## config.mk

```make
export PLATFORM = sky130hd
export DESIGN_NAME = pipeline_hazard_ctrl
export DESIGN_NICKNAME = d
export VERILOG_FILES = /design/src/rtl/pipeline_hazard_ctrl.sv
export SDC_FILE = /design/constraint.sdc
export NUM_CORES = 1
export LEC_CHECK = 0
export BUFFER_PORTS_ARGS = -buffer_cell sky130_fd_sc_hd__buf_2
export CORE_UTILIZATION = 50
export DETAILED_ROUTE_END_ITERATION = 8
export PLACE_DENSITY_LB_ADDON = 0.08
export SETUP_SLACK_MARGIN = 0.02
export SYNTH_ARGS = -nofsm -noshare
export SYNTH_HDL_FRONTEND = slang
export SYNTH_SLANG_ARGS = --single-unit
```

## constraint.sdc

```tcl
create_clock -name clk -period 2.7 [get_ports clk]
set_clock_uncertainty 0.05 [all_clocks]
set_input_delay 0.135 -clock clk [delete_from_list [all_inputs] [get_ports clk]]
set_output_delay 0.135 -clock clk [all_outputs]
set_load 0.03 [all_outputs]
```

## src/rtl/pipeline_hazard_ctrl.sv

```systemverilog
// Stall/flush sequencer for the 5-stage pipeline: load-use interlock, multi-cycle MUL hold
// in EX, and younger-stage flush on a taken branch resolved in MEM. Outputs are Mealy.
module pipeline_hazard_ctrl #(
    parameter int MUL_CYCLES = 4,
    parameter int CNT_W      = 32
) (
    input  logic             clk,
    input  logic             reset,
    input  logic [4:0]       id_ra,
    input  logic [4:0]       id_rb,
    input  logic             id_uses_rb,
    input  logic             ex_mem_read,
    input  logic [4:0]       ex_rw,
    input  logic             ex_mul,
    input  logic             mem_br_taken,
    output logic             pc_write_en,
    output logic             ifid_write_en,
    output logic             idex_write_en,
    output logic             idex_bubble,
    output logic             exmem_bubble,
    output logic             flush_ifid,
    output logic             flush_idex,
    output logic             flush_exmem,
    output logic             mul_done,
    output logic             state,
    output logic [CNT_W-1:0] stall_cycles,
    output logic [CNT_W-1:0] flush_events
);

    typedef enum logic {
        RUN      = 1'b0,
        MUL_BUSY = 1'b1
    } state_t;

    // The down-counter must hold MUL_CYCLES-2, loaded on MUL cycle 1.
    localparam int MC_W = (MUL_CYCLES > 2) ? $clog2(MUL_CYCLES - 1) : 1;
    localparam logic [MC_W-1:0] MUL_LOAD = (MUL_CYCLES > 2) ? MC_W'(MUL_CYCLES - 2) : '0;
    localparam logic [4:0]      XZR      = 5'd31;

    state_t            state_q, state_d;
    logic [MC_W-1:0]   mul_cnt_q, mul_cnt_d;
    logic [CNT_W-1:0]  stall_q, stall_d;
    logic [CNT_W-1:0]  flush_q, flush_d;
    logic              load_use;

    assign load_use = ex_mem_read && (ex_rw != XZR) &&
                      ((ex_rw == id_ra) || (id_uses_rb && (ex_rw == id_rb)));

    // NOTE: every output and next-state value gets a default before any branch so that
    // no path through this block leaves a variable unassigned and infers a latch.
    always_comb begin
        state_d       = state_q;
        mul_cnt_d     = mul_cnt_q;
        pc_write_en   = 1'b1;
        ifid_write_en = 1'b1;
        idex_write_en = 1'b1;
        idex_bubble   = 1'b0;
        exmem_bubble  = 1'b0;
        flush_ifid    = 1'b0;
        flush_idex    = 1'b0;
        flush_exmem   = 1'b0;
        mul_done      = 1'b0;

        // Outputs are forced idle for as long as reset is held, whatever the inputs show.
        if (!reset) begin
            if (mem_br_taken) begin
                flush_ifid  = 1'b1;
                flush_idex  = 1'b1;
                flush_exmem = 1'b1;
                state_d     = RUN;
                mul_cnt_d   = '0;
            end else begin
                unique case (state_q)
                    RUN: begin
                        if (ex_mul) begin
                            if (MUL_CYCLES > 1) begin
                                pc_write_en   = 1'b0;
                                ifid_write_en = 1'b0;
                                idex_write_en = 1'b0;
                                exmem_bubble  = 1'b1;
                                mul_cnt_d     = MUL_LOAD;
                                state_d       = MUL_BUSY;
                            end else begin
                                mul_done = 1'b1;
                            end
                        end else if (load_use) begin
                            pc_write_en   = 1'b0;
                            ifid_write_en = 1'b0;
                            idex_bubble   = 1'b1;
                        end
                    end
                    MUL_BUSY: begin
                        if (mul_cnt_q != '0) begin
                            pc_write_en   = 1'b0;
                            ifid_write_en = 1'b0;
                            idex_write_en = 1'b0;
                            exmem_bubble  = 1'b1;
                            mul_cnt_d     = mul_cnt_q - 1'b1;
                        end else begin
                            mul_done = 1'b1;
                            state_d  = RUN;
                        end
                    end
                    default: state_d = RUN;
                endcase
            end
        end

        stall_d = stall_q;
        if (!pc_write_en && (stall_q != '1)) begin
            stall_d = stall_q + CNT_W'(1);
        end
        flush_d = flush_q;
        if (flush_exmem && (flush_q != '1)) begin
            flush_d = flush_q + CNT_W'(1);
        end
    end

    // NOTE: sequential state uses non-blocking assignments so every flop samples
    // the pre-edge values regardless of statement order.
    always_ff @(posedge clk or posedge reset) begin
        if (reset) begin
            state_q   <= RUN;
            mul_cnt_q <= '0;
            stall_q   <= '0;
            flush_q   <= '0;
        end else begin
            state_q   <= state_d;
            mul_cnt_q <= mul_cnt_d;
            stall_q   <= stall_d;
            flush_q   <= flush_d;
        end
    end

    assign state        = state_q;
    assign stall_cycles = stall_q;
    assign flush_events = flush_q;

endmodule

```

# Word-level counts from Yosys, hierarchy flattened
# Index checks and enable logic that the tools add are counted.
[totals] n_memories=0 ram_bits=0 latchBits=0 mem_bits_ro=0 regBits=67
[classes] n_reduce_logical=9 n_lt_le_gt_ge=0 n_div=0 muxes=29 n_shift=0 n_eq_ne=7 n_mul=0 bitwise=2 add_sub_neg=3
[ops] cell="32-bit by 1-bit adder with 32-bit output (second input constant)" n=2
[ops] cell="32-bit != test (second input constant)" n=2
[ops] cell="1-bit two-way mux" n=21
[ops] cell="5-bit == test" n=2
[ops] cell="1-bit one-hot mux with 2 select lines" n=4
[ops] cell="2-bit two-way mux" n=3
[ops] cell="1-bit logical AND" n=5
[ops] cell="5-bit != test (second input constant)" n=1
[ops] cell="2-bit one-hot mux with 2 select lines" n=1
[ops] cell="3-bit by 2-bit != test with 1-bit output (second input constant)" n=1
[ops] cell="3-bit != test (second input constant)" n=1
[ops] cell="3-bit AND reduction" n=1
[ops] cell="1-bit inverter" n=2
[ops] cell="2-bit nonzero test" n=1
[ops] cell="2-bit by 1-bit subtractor with 2-bit output (second input constant)" n=1
[ops] cell="1-bit zero test" n=1
[ops] cell="1-bit logical OR" n=1

# Depth between registers and ports, before layout
[depth] word_depth=11 depth_mapped=9 ltp_nobuf=9

# Worst setup path before layout
# No wires, ideal clock.
[synth_timing] path_kind="flip-flop to flip-flop" startpoint="register state_q (netlist: state)" endpoint="register stall_q[1] (netlist: stall_cycles[1])" setup_slack_ps=261 setup_ps=128 required_time_ps=2522 period_less_slack_ps=2439 stages_incl_launch_ff=6 t_arrival_ps=2262 cell_sequence="dfrtp_1 > nor2_1 > inv_1 > o31ai_2 > nor2_2 > mux2_1"
[synth_between] elab_chain_cells=6
[synth_lines] item="start, declared" line_no="40" source="state_t state_q, state_d;"
[synth_lines] item="start signal, assigned" line_no="128" source="state_q <= state_d;"
[synth_lines] item="1-bit inverter"
[synth_lines] item="1-bit one-hot mux with 2 select lines (*)"
[synth_lines] item="1-bit two-way mux (*) (2 in series)"
[synth_lines] item="via ifid_write_en" line_no="17" source="output logic ifid_write_en,"
[synth_lines] item="1-bit zero test (*)" line_no="110" source="if (!pc_write_en && (stall_q != '1)) begin"
[synth_lines] item="1-bit logical AND (*)" line_no="110"
[synth_lines] item="end signal, assigned" line_no="130" source="stall_q <= stall_d;"
[synth_lines] item="end, declared" line_no="42" source="logic [CNT_W-1:0] stall_q, stall_d;"
# Mark *: on every way through the listed nets, which the timed path passes. The rest lies on a longest branch.
# A chain may end at the register's enable or synchronous reset.

# Final worst setup path
[layout_timing] startpoint="register state_q (netlist: state)" endpoint="output ifid_write_en"
[layout_between] elab_chain_cells=4
[layout_lines] item="1-bit inverter"
[layout_lines] item="1-bit one-hot mux with 2 select lines (*)" line_no="73" source="unique case (state_q)"
[layout_lines] item="1-bit two-way mux (*)" line_no="66" source="if (mem_br_taken) begin"
[layout_lines] item="1-bit two-way mux (*)" line_no="65" source="if (!reset) begin"
[layout_lines] item="end, declared" line_no="17"
# Every way passes the cells marked *; elsewhere a longest branch is shown, timed or not.

==> qor.yml <==
via_count: 2571
hold_depth: 3
start_util_pct: 52.3
p_sw_uw: 774
fin_nets: 436
ys_seq_area_share_pct: 50.2
crit_family: "compound AO/OA/AOI/OAI gates"
layout.area.seq_sq_um: 1680
critical_path.cell_chain: "nor2_1 > inv_1 > o31ai_2 > buf_2"
num_rows: 29
clockBufferDepth: 2
antennaDiodeCount: 0
dp_cells: 476
power_density_nw_per_um2: 610
intPower_mw: 1.72
synth_top_cell_area_share_pct: 50.2
drive_above_1_share_pct: 30.8
fmax_mhz: 426
syn_area_sq_um: 3340
ios: 95
seq_power_share_pct: 47.7
place_congestion: 0.795
cts_buffers: 9
drt-pass1-iter-count: 4
peakVddDrop_mv: 0.762
drv_slew: 0
r2r-end: "stall_cycles[24]"
syn_to_final_growth_pct: 22.6
grt_pass1_vias: 2383
path_buf_inv: 2
mostFrequentLayoutCell: "buf_2"
clockPowerShare_pct: 33.1
syn-num-nets: 332
postRouteAntennaNets: 0
hold_buffers: 2
finalSetupViolCount: 0
r2r_slack_ns: 0.42
timing.final.crit_share_pct: 86.9
wl_per_cell_um: 13.5
rsz0062_at_grt: "false"
cts_resized: 0
cp_slowest_cell: "o31ai_2"
grt_max_degree: 50
fill_cells: 564
yosysTopAreaCell: "dfrtp_1"
root_buffer: "clkbuf_8"
status: "complete, no violations"
maxCapViolations: 0
netlist_instances: 308
dp_slack_ns: 0.430
synth_ff_type: "dfrtp_1"
multi_input_area_sq_um: 1610
die_h_um: 83.8
synthArstFlopShare_pct: 100
grt_first_pass_wirelength_um: 11300
insertion_delay_ns: 0.33
setup_slack_ns: 0.355
antenna_found_initial: 0
worstPathArrival_ns: 2.16
hpwl_um: 4840
crit_required_ns: 2.52
reg2regPathDepth: 6
cts_sinks: 67
routed_wl_um: 6650
syn_avg_cell_area_sq_um: 10.9
worstPathMaxFanout: 8
min_to: "mul_cnt_q[0]"
path_clk_slew_ns: 0.07
h-tree-depth: 3
synth_edf_count: 0
routed_via_density: 5.22
drt-initial-drc-count: 91
worstMarginPinSlew_ns: 0.796
overflow: 0
final-hold-violation-count: 0
yosysWarnings: 0
path_class: "flop to output pin"
combPwrFrac_pct: 19.2
fp.dieW_um: 83.8
instances_no_fill: 493
grt_usage_pct: 20.3
layout_common_cells: "94 x buf_2, 67 x dfrtp_1, 52 x xnor2_1, 36 x nand2_1, 27 x nand3_1"
crit_start: "state"
tns_ns: 0
p_total_mw: 2.50
synth_area_leaders: "dfrtp_1 50%, xnor2_1 14%, xor2_1 5.2%, nand2_1 4.0%, nand3_1 4.0%"
p_sw_share_pct: 31.0
hold_class: "input port to flop"
cts_tree: "built"
period_needed_ns: 2.35
rr_startpoint: "state"
worst_setup_path_end_kind: "output pin"
drc: 0
io_buffer_count: 94
critPathMaxStageDelay_ns: 0.71
synthDistinctLibCells: 39
timing.hold.ws_ns: 0.0668
critPathLaunchType: "flop"
synth-seq-cells: 67
design.die.area_sq_um: 7010
core_area_sq_um: 6390
relSlewSlack_pct: 46.6
p_leak_nw: 2.08
postCtsSetupBuffers: 0
hp-start: "ex_mul"
synth_stat cells (3+ instances only):
library cell,count
inv_1,7
and3_1,11
xor2_1,20
nand3_1,27
xnor2_1,52
o21ai_0,3
a21oi_1,3
nor3_2,3
and4_1,5
nor3_1,8
dfrtp_1,67
nand4_1,15
nand2_1,36
ha_1,3
buf_4,3
nor2_1,17
worst max path at each step:
stage | endpoint | slack (ns) | cells past startpoint
2_1_floorplan | stall_cycles[1] | 0.26 | 5
3_3_place_gp | stall_cycles[22] | 0.48 | 6
3_5_place_dp | stall_cycles[24] | 0.43 | 6
4_1_cts | ifid_write_en | 0.35 | 4
5_1_grt | stall_cycles[25] | 0.16 | 9
6_report | ifid_write_en | 0.35 | 4
routing by layer:
metal	routed length [um]	track usage, %
met2	2970	29.3
met5	0	0
met3	358	4.65
met1	3260	29.5
met4	57	7.86
power by group through the flow:
stage	Sequential (mW)	Clock [mW]	Combinational [mW]
floorplan	1.34	0	0.194
global placement	1.20	0	0.477
detailed placement	1.21	0	0.482
CTS	1.19	0.841	0.485
global route	1.21	0.894	0.521
finish	1.19	0.826	0.479
state kept, by name (all words and copies together) (netlist names):
signal,flops
mul_cnt_q,2
stall_cycles,32
flush_events,32
state,1
layout make-up:
| cell class | instances | share of cell area (%) |
|---|---|---|
| Clock buffer | 13 | 3.88 |
| Clock inverter | 2 | 0.855 |
| Sequential cell | 67 | 40.9 |
| Tap cell | 77 | 2.35 |
| Inverter | 7 | 0.641 |
| Multi-Input combinational cell | 230 | 39.2 |
| Timing Repair Buffer | 97 | 12.2 |
worst register-to-register path, stage by stage (launching register included):
cell	delay, ns
dfrtp_1	0.46
nor2_1	0.25
inv_1	0.08
o31ai_2	0.71
nand3b_1	0.36
nor3_1	0.10
xor2_1	0.15
logic make-up after synthesis:
logic type / synth area share [%]
xor gates and xnor gates: 18.9
buffers and inverters: 1.80
DFF: 50.2
adders and majority gates: 1.12
and+or+nand+nor: 23.9
AOI/OAI and AO/OA: 3.48
muxes: 0.674
stage by stage:
step / instance area (sq um) / util (%)
floorplan: 3340 / -
global placement: 3880 / 60.8
detailed placement: 3880 / 60.8
CTS: 4100 / 64.1
global route: 4100 / 64.1
finish: 4100 / 64.1
Note: power is estimated with default switching activity, not from simulation.
